File: src/rtl/icache_line_fetcher_pkg.sv
// Shared types and constants for the instruction-cache line fetcher.
//   byte_tp  : one RAM bus byte
//   LINE_LN  : default bytes per cache line
//   ADDR_LN  : default byte-address width
//   TRUE/FALSE : single-bit control constants
package icache_line_fetcher_pkg;

  typedef logic [7:0] byte_tp;

  localparam int   LINE_LN = 16;
  localparam int   ADDR_LN = 32;
  localparam logic TRUE    = 1'b1;
  localparam logic FALSE   = 1'b0;

endpackage

File: src/rtl/icache_line_fetcher.sv
// Memory-side refill engine for the instruction cache. Takes one line-fetch
// request, wins the shared byte-wide RAM bus through a req/gnt handshake,
// reads LINE_BYTES consecutive bytes and returns a little-endian line with a
// one-cycle done pulse.
// Ports:
//   clk, rst_n       clock, asynchronous active-low reset
//   rdy              global ready; low freezes every register
//   abort            cancels a fetch in progress
//   fc_ena, fc_addr  refill request (level) and address (low bits ignored)
//   fc_done, fc_line one-cycle completion pulse and assembled line
//   bus_req, bus_gnt RAM bus arbitration
//   mem_a, mem_wr, mem_dout, mem_din   byte-wide RAM interface (read only)
module icache_line_fetcher
  import icache_line_fetcher_pkg::*;
#(
  parameter int LINE_BYTES = LINE_LN,
  parameter int ADDR_W     = ADDR_LN
) (
  input  logic                    clk,
  input  logic                    rst_n,
  input  logic                    rdy,
  input  logic                    abort,
  input  logic                    fc_ena,
  input  logic [ADDR_W-1:0]       fc_addr,
  output logic                    fc_done,
  output logic [8*LINE_BYTES-1:0] fc_line,
  output logic                    bus_req,
  input  logic                    bus_gnt,
  output logic [ADDR_W-1:0]       mem_a,
  output logic                    mem_wr,
  output logic [7:0]              mem_dout,
  input  logic [7:0]              mem_din
);

  localparam int OFF_W = $clog2(LINE_BYTES);
  localparam int CNT_W = OFF_W + 1;
  localparam logic [CNT_W-1:0] CNT_LAST = CNT_W'(LINE_BYTES);

  localparam logic [2:0] S_IDLE  = 3'd0;
  localparam logic [2:0] S_WAIT  = 3'd1;
  localparam logic [2:0] S_READ  = 3'd2;
  localparam logic [2:0] S_DONE  = 3'd3;
  localparam logic [2:0] S_DRAIN = 3'd4;

  logic [2:0]                state;
  logic [CNT_W-1:0]          cnt;
  logic [ADDR_W-OFF_W-1:0]   line_addr;
  byte_tp [LINE_BYTES-2:0]   line_buf;
  byte_tp [LINE_BYTES-1:0]   line_asm;
  logic [OFF_W-1:0]          wr_idx;
  logic                      at_end;
  logic                      start;
  logic                      unused_low;

  // Offset bits of the request address are dropped: fetches are line-aligned.
  assign unused_low = &{1'b0, fc_addr[OFF_W-1:0]};

  assign start  = (state == S_IDLE) && fc_ena && !abort;
  assign at_end = (cnt == CNT_LAST);
  // Byte presented at count t-1 arrives on mem_din during count t.
  assign wr_idx = OFF_W'(cnt - 1'b1);

  // Line base is aligned, so the offset is a concatenation rather than an add.
  assign mem_a    = (state == S_READ && !at_end) ? {line_addr, cnt[OFF_W-1:0]} : '0;
  assign mem_wr   = FALSE;
  assign mem_dout = '0;

  // The last byte is never parked in line_buf; it goes straight into the line.
  always_comb begin
    line_asm = {mem_din, line_buf};
  end

  // Control state
  always_ff @(posedge clk or negedge rst_n) begin
    if (!rst_n) begin
      state   <= S_IDLE;
      cnt     <= '0;
      bus_req <= FALSE;
      fc_done <= FALSE;
      fc_line <= '0;
    end else if (rdy) begin
      fc_done <= FALSE;
      case (state)
        S_IDLE: begin
          if (start) begin
            bus_req <= TRUE;
            state   <= S_WAIT;
          end
        end
        S_WAIT: begin
          if (abort) begin
            bus_req <= FALSE;
            state   <= S_IDLE;
          end else if (bus_gnt) begin
            cnt   <= '0;
            state <= S_READ;
          end
        end
        S_READ: begin
          if (abort) begin
            bus_req <= FALSE;
            state   <= S_IDLE;
          end else if (at_end) begin
            fc_line <= line_asm;
            fc_done <= TRUE;
            bus_req <= FALSE;
            state   <= S_DONE;
          end else begin
            cnt <= cnt + 1'b1;
          end
        end
        S_DONE: begin
          state <= abort ? S_IDLE : S_DRAIN;
        end
        S_DRAIN: begin
          // Hold here until the icache drops its request so a stale level
          // request does not trigger a second refill.
          if (abort || !fc_ena) state <= S_IDLE;
        end
        default: begin
          bus_req <= FALSE;
          state   <= S_IDLE;
        end
      endcase
    end
  end

  // Data capture
  always_ff @(posedge clk) begin
    if (rdy) begin
      if (start) line_addr <= fc_addr[ADDR_W-1:OFF_W];
      if (state == S_READ && cnt != '0 && !at_end) line_buf[wr_idx] <= mem_din;
    end
  end

endmodule

File: config.mk
export PLATFORM = sky130hd
export DESIGN_NAME = icache_line_fetcher
export DESIGN_NICKNAME = d
export VERILOG_FILES = /design/src/rtl/icache_line_fetcher_pkg.sv /design/src/rtl/icache_line_fetcher.sv
export SDC_FILE = /design/constraint.sdc
export NUM_CORES = 1
export LEC_CHECK = 0
export ABC_AREA = 1
export CAP_MARGIN = 20
export CORE_ASPECT_RATIO = 1.1
export CORE_MARGIN = 5
export CORE_UTILIZATION = 33
export DETAILED_ROUTE_END_ITERATION = 8
export GPL_ROUTABILITY_DRIVEN = 0
export PLACE_DENSITY = 0.56
export SYNTH_ARGS = -nofsm -noshare
export SYNTH_HDL_FRONTEND = slang
export SYNTH_SLANG_ARGS = --single-unit
File: constraint.sdc
create_clock -name clk -period 4.6 [get_ports clk]
set_input_delay 0.92 -clock clk [delete_from_list [all_inputs] [get_ports clk]]
set_output_delay 0.92 -clock clk [all_outputs]
set_load 0.005 [all_outputs]
Word level (Yosys, flattened, before mapping)
Index checks and enable logic that the tools add are counted.
W data, S select, Z words.
{ "totals": {"register_bits": 286, "in_bits": 46, "output_inout_bits": 171, "word_cells": 86} }
{ "classes": {"addsub": 2, "order_cmp": 2, "eq_ne": 14, "mux": 25, "bitwise_logic": 2, "reduce_logical": 20} }
{ "op_table": {"columns": ["operator", "count"], "rows": [
  ["$bwmux W120", 1],
  ["$demux W8 S4", 1],
  ["$mux W32", 1],
  ["$mux W3", 7],
  ["$mux W5", 4],
  ["$pmux W3 S5", 1],
  ["$ne A2 B2 Y1 const B", 7],
  ["$pmux W5 S2", 1],
  ["$reduce_and A5 Y1", 2],
  ["$mux W8", 1],
  ["$mux W1", 7],
  ["$eq A3 B2 Y1 const B", 2],
  ["$logic_and A1 B1 Y1", 6],
  ["$ne A3 B3 Y1 const B", 2],
  ["$reduce_and A6 Y1", 1],
  ["$add A5 B1 Y5 const B", 1],
  ["$eq A5 B5 Y1 const B", 1],
  ["$lt A4 B5 Y1 const B", 1],
  ["$reduce_bool A5 Y1", 1],
  ["$ge A4 B1 Y1 const B", 1],
  ["$pmux W1 S4", 1],
  ["$reduce_and A2 Y1", 2],
  ["$reduce_and A4 Y1", 1],
  ["$sub A4 B1 Y4 const B", 1],
  ["other kinds (8)", 11]
]} }

Depth between registers and ports, before layout
Gate-level depths: netlist of run 1.
{ "logic_depth": {"ltp_word": 6, "ltp_mapped": 9, "depth_no_buf": 8} }

Worst setup path before layout of run 1
OpenSTA, ideal clock, no wires.
{ "synth_path": {"kind": "reg-to-output", "from": "reg cnt[0]", "to": "out mem_a[10]", "arrival_time_ps": 1387, "required_time_ps": 3680, "path_slack_ps": 2293, "path_stages_with_launch": 7, "path_buffers": 1, "cell_sequence": "dfrtp_1 -> inv_1 -> ha_1 -> nand3_2 -> nand2_1 -> clkbuf_1 -> nor2_1"} }
{ "synth_between": {"elab_chain_cells": 4} }
{ "synth_lines": {"columns": ["element", "line", "rtl"], "rows": [
  ["start: declaration", "icache_line_fetcher.sv:46", "logic [CNT_W-1:0] cnt;"],
  ["start signal: assignment", "icache_line_fetcher.sv:109", "cnt <= cnt + 1'b1;"],
  ["$eq A5 B5 Y1", "icache_line_fetcher.sv:59", "assign at_end = (cnt == CNT_LAST);"],
  ["$logic_not A1 Y1", "icache_line_fetcher.sv:64", "assign mem_a = (state == S_READ && !at_end) ? {line_addr, cnt[OFF_W-1:0]} : '0;"],
  ["$logic_and A1 B1 Y1", "icache_line_fetcher.sv:64", null],
  ["$mux W32", "icache_line_fetcher.sv:64", null],
  ["end: declaration", "icache_line_fetcher.sv:29", "output logic [ADDR_W-1:0] mem_a,"]
]} }
No other way between the ends.

Worst setup path after layout of run 1
{ "layout_path": {"from": "reg cnt[0]", "to": "out mem_a[15]"} }
Same word-level chain as after synthesis.

==> results_dict.tcl, run 1 <==
set metrics [dict create \
    synth.distinct_cells 26 \
    synthesis.instances 917 \
    drt_wl_total_um 25900 \
    cts_setup_buffers 0 \
    avgSynthCellArea_sq_um 11.7 \
    start_util 0.333 \
    slew_headroom 0.282 \
    io_buffer_count 203 \
    yosysWarnings 0 \
    nNetsFinal 1164 \
    drive_gt1_frac 0.0546 \
    numCtsBuffers 30 \
    cts_tree "yes" \
    cts.path.max_buffers 3 \
    end_kind "primary output" \
    layout_common_cells "299 x nand2_1, 202 x clkdlybuf4s50_1, 148 x edfxtp_1, 138 x nand3_1, 138 x dfrtp_1" \
    synthesis.area_sq_um 10700 \
    fin_setup_tns_ns 0 \
    htree_num_levels 1 \
    p_leak_nw 6.16 \
    timing.rr.start "cnt[0]$_DFFE_PN0P_" \
    fin_skew_ns 0.00868 \
    area_delta_synth_final_pct 30.9 \
    rsz0062_at_grt "false" \
    setup_viol_count_final 0 \
    cts_resized 0 \
    netSwitchingPower_w 0.00139 \
    cp_slowest_cell "clkdlybuf4s50_1" \
    vias 7000 \
    hold_buffers 0 \
    worst_pin_slew_ns 1.07 \
    cts_sinks 286 \
    grt_pass1_wl_um 40600 \
    grt_overflow_total 0 \
    seq_area_frac_synth 0.737 \
    path_delay_family "buffers and inverters" \
    insertion_delay_ns 0.54 \
    die_w_um 182 \
    status "finished clean" \
    cpPeakStageDelay_ns 0.53 \
    path_buf_inv 3 \
    cts_root_buf "clkbuf_16" \
    pwr-share-clk 0.407 \
    max_freq_mhz 276 \
    maxSlewViolCount 0 \
    clkTransAtPathRegs_ns 0.06 \
    post-route-min-period_ns 3.62 \
    post_drt_wl_per_cell_um 16.6 \
    seqPwrFrac 0.485 \
    powerDensity_nw_per_um2 407 \
    drtAntennaViolNets 0 \
    diodes 0 \
    critPathLaunch "cnt[0]$_DFFE_PN0P_" \
    critPathRequiredTime_ns 3.68 \
    fin_crit_sh 0.787 \
    critPathKind "flop to primary output" \
    path_cells "inv_1 > ha_1 > nand3_2 > nand2_1 > buf_16 > nor2_1 > clkdlybuf4s50_1" \
    hp-class "primary input to async pin" \
    antenna_found_initial 0 \
    whs_ns 0.461 \
    crit_fanout 29 \
    die_area_sq_um 36200 \
    ir_drop_mv 0.280 \
    startpoint_type "flop" \
    core_sq_um 32200 \
    hold_viol_final 0 \
    routed_via_density 4.48 \
    dr.pass1.iters 5 \
    layout_commonest_cell "nand2_1" \
    grt_max_degree 96 \
    first_iter_violations 524 \
    power_frac_comb 0.108 \
    netSwitchingFraction 0.243 \
    grt_usage 0.140 \
    rows 69 \
    power.internal_w 0.00433 \
    drc_errors 0 \
    place_hpwl_um 16000 \
    maxCapViolations 0 \
    die_height_um 199 \
    cp_data_arrival_time_ns 2.70 \
    io_pins 217 \
    ys_seq_elements 286 \
    grt_pass1_vias 7046 \
]
==> stage by stage <==
| step | power [W] | cells | worst slack, ns | utilization | cell area (sq um) |
|---|---|---|---|---|---|
| 6_report | 0.00572 | 1562 | 0.982 | 0.436 | 14000 |
| 5_1_grt | 0.00598 | 1562 | 0.769 | 0.436 | 14000 |
| 4_1_cts | 0.00578 | 1561 | 0.454 | 0.435 | 14000 |
| 3_5_place_dp | 0.00342 | 1505 | 1.08 | 0.405 | 13000 |
| 3_3_place_gp | 0.00342 | 1505 | 1.10 | 0.405 | 13000 |
| 2_1_floorplan | 0.00314 | 925 | 2.29 | - | 10800 |
==> final cells by class <==
class	count	area [sq um]
well taps	426	533
clock inverters	16	148
flip-flops and latches	286	7900
inverters	47	176
repair buffers	211	2130
clock buffers	40	818
multi-input cells	536	2340
fillers	3036	18200
==> per-layer routing <==
metal  GRT usage  wire length [um]  share of wire  vias up
li1            -                 -              -     3403
met1       0.183             11300           0.44     3372
met2       0.236             12200           0.47      194
met3      0.0395              1940          0.075       31
met4      0.0284               418          0.016        0
met5           0                 0              0        -
==> flip-flops by register name, indices dropped and copies added, names as in the netlist <==
signal	cells
fc_line	128
line_asm	120
line_addr	28
cnt	5
state	3
bus_req	1
fc_done	1
==> kinds of logic (layout without fill, tap and decap cells) <==
family                   after synthesis  after routing  share of synthesized area
AO/OA/AOI/OAI                          8              8                    0.00467
XOR/XNOR                               3              3                    0.00245
adder cells (fa/ha/maj)                6              6                    0.00700
buffers and inverters                103            314                     0.0491
flip-flops                           286            286                      0.737
other                                  1              9                   0.000350
AND/OR/NAND/NOR                      510            510                      0.200
==> power by group through the flow <==
stage               registers (W)  clock network [W]  logic, W
finish                    0.00277            0.00233  0.000615
global route              0.00278            0.00252  0.000689
CTS                       0.00277            0.00240  0.000607
detailed placement        0.00282                  0  0.000603
global placement          0.00282                  0  0.000600
floorplan                 0.00282                  0  0.000320
==> worst paths after layout <==
kind,end,slack [ns],cells past startpoint
max,mem_a[15],0.98,7
max in group asynchronous,fc_line[125]$_DFFE_PN0P_,3.18,2
max reg2reg,fc_line[57]$_DFFE_PN0P_,1.75,8
min,fc_line[115]$_DFFE_PN0P_,0.46,1
min reg2reg,fc_line[20]$_DFFE_PN0P_,0.47,2
min in group clk,fc_line[20]$_DFFE_PN0P_,0.47,2
==> cell usage after synthesis, drive strengths merged <==
| master | n | share of area |
|---|---|---|
| nand2 | 300 | 0.11 |
| edfxtp | 148 | 0.41 |
| nand3 | 140 | 0.067 |
| dfrtp | 138 | 0.32 |
| nor2 | 63 | 0.024 |
| buf | 50 | 0.030 |
| inv | 47 | 0.016 |
| clkbuf | 6 | 0.0022 |
| ha | 6 | 0.0070 |
| nand4 | 6 | 0.0035 |
| a21oi | 3 | 0.0014 |
| o21bai | 3 | 0.0021 |
| xnor2 | 2 | 0.0016 |
| a211oi | 1 | 0.00070 |
| conb | 1 | 0.00035 |
| nor3 | 1 | 0.00047 |
| o21ai | 1 | 0.00047 |
| xor2 | 1 | 0.00082 |
No activity file was read; power rests on OpenSTA's default activity.
==> run 2, diff against run 1 <==
PLACE_DENSITY = 0.58   (was 0.56)
clock period = 3 ns   (was 4.6 ns; I/O delays follow)
==> run 2 against run 1 <==
  * Clock power up 59%
  * Cell count increased by 1.9%
  * Global-route usage is 0.45 points higher
  * Largest power group unchanged
  * Critical path depth is the same
  * Total power up 57%
  * Count of clock-buffer cells in the layout grew 1
==> results_dict.tcl, run 2 (synthesis gave the netlist of run 1 again) <==
set metrics [dict create \
    status "finished clean" \
    startpoint_type "flop" \
    cts_sinks 286 \
    critPathRequiredTime_ns 2.40 \
    rows 69 \
    drc_errors 0 \
    cp_data_arrival_time_ns 2.25 \
    fin_setup_tns_ns 0 \
    cts_root_buf "clkbuf_16" \
    worst_pin_slew_ns 0.743 \
    maxCapViolations 0 \
    insertion_delay_ns 0.54 \
    powerDensity_nw_per_um2 623 \
    fill_cells 3001 \
    layout_commonest_cell "nand2_1" \
    fin_skew_ns 0.00973 \
    io_buffer_count 203 \
    routed_via_density 4.48 \
    drtAntennaViolNets 0 \
    cts_tree "yes" \
    fin_crit_sh 0.950 \
    io_pins 217 \
    post-route-min-period_ns 2.85 \
    numCtsBuffers 30 \
    regArea_sq_um 7900 \
    nNetsFinal 1194 \
    grt_max_degree 72 \
    start_util 0.333 \
    p_leak_nw 6.34 \
    die_w_um 182 \
    dp.cells 1533 \
    end_kind "primary output" \
    critPathKind "flop to primary output" \
    cts.path.max_buffers 3 \
    drt_wl_total_um 26700 \
    grt_pass1_wl_um 41600 \
    slew_headroom 0.505 \
    max_freq_mhz 351 \
    grt_overflow_total 0 \
    rsz0062_at_grt "false" \
    hp-class "flop to flop" \
    layout_common_cells "298 x nand2_1, 202 x clkdlybuf4s50_1, 148 x edfxtp_1, 138 x nand3_1, 137 x dfrtp_1" \
    maxSlewViolCount 0 \
    area_delta_synth_final_pct 34.0 \
    grt_usage 0.144 \
    antenna_found_initial 0 \
    diodes 0 \
    layout.cells.non_filler 1592 \
    ir_drop_mv 0.428 \
    dr.pass1.iters 5 \
    clkTransAtPathRegs_ns 0.06 \
    setup_viol_count_final 0 \
    htree_num_levels 1 \
    crit_fanout 28 \
    first_iter_violations 474 \
    place_hpwl_um 17000 \
    die_area_sq_um 36200 \
    vias 7133 \
    core_sq_um 32200 \
    drive_gt1_frac 0.0849 \
    multi_input_area_sq_um 2370 \
    hold_viol_final 0 \
    p_total_w 0.00896 \
    grt_pass1_vias 7167 \
    post_drt_wl_per_cell_um 16.8 \
    largest_reg_flops 128 \
    die_height_um 199 \
    largest-register "fc_line" \
]
[run 2: power breakdown]
part           total [W]  switching (W)  internal (W)  leakage, nW
Combinational    0.00100       0.000626      0.000378         2.59
Clock            0.00371        0.00149       0.00222        0.497
Sequential       0.00424      0.0000369       0.00420         3.25
[run 2: layer usage]
metal | up-vias | GRT usage | wire, um
met3 | 41 | 0.0375 | 1970
li1 | 3454 | - | -
met4 | 0 | 0.0286 | 440
met1 | 3424 | 0.193 | 11500
met2 | 214 | 0.241 | 12800
met5 | - | 0 | 0
[run 2: layout make-up]
type,instances,share of cell area
clock buffer,41,0.0616
clock inverter,15,0.00871
inverter,47,0.0123
multi-input combinational,536,0.165
sequential,286,0.550
tap,426,0.0371
timing repair buffer,241,0.166
[run 2: repair_timing]
action | 4_1_cts | 5_1_grt
hold endpoints to repair | 42 | 0
pin swaps | 0 | 0
setup buffers | 2 | 0
hold buffers | 1 | 0
setup endpoints to repair | 32 | 28
resized for setup | 7 | 3
[run 2: critical path, cell delays in order, from the launching register on]
cell,delay (ns)
dfrtp_2,0.40
inv_1,0.17
ha_4,0.19
nand3_4,0.11
nand2_4,0.14
buf_12,0.17
nor2_1,0.05
clkdlybuf4s50_1,0.45
[run 2: through the flow]
stage               hold WS, ns  instance area [sq um]  setup WS (ns)  utilization
floorplan                 0.304                  10800          0.925            -
global placement          0.454                  13300          0.265        0.413
detailed placement        0.458                  13300          0.197        0.413
CTS                       0.473                  14400         0.0366        0.446
global route              0.490                  14400         0.0114        0.446
finish                    0.466                  14400          0.150        0.446
[run 2: final timing paths]
check | slack [ns] | cells after the start | from | end
hold / removal | 0.47 | 2 | fc_line[78]$_DFFE_PN0P_ | fc_line[78]$_DFFE_PN0P_
setup / recovery | 0.15 | 7 | cnt[0]$_DFFE_PN0P_ | mem_a[20]
hold reg to reg | 0.47 | 2 | fc_line[78]$_DFFE_PN0P_ | fc_line[78]$_DFFE_PN0P_
min in group asynchronous | 0.55 | 2 | rst_n | fc_line[121]$_DFFE_PN0P_
max in group asynchronous | 1.70 | 3 | rst_n | cnt[0]$_DFFE_PN0P_
setup reg to reg | 0.87 | 6 | cnt[0]$_DFFE_PN0P_ | line_asm[114]$_DFFE_PP_
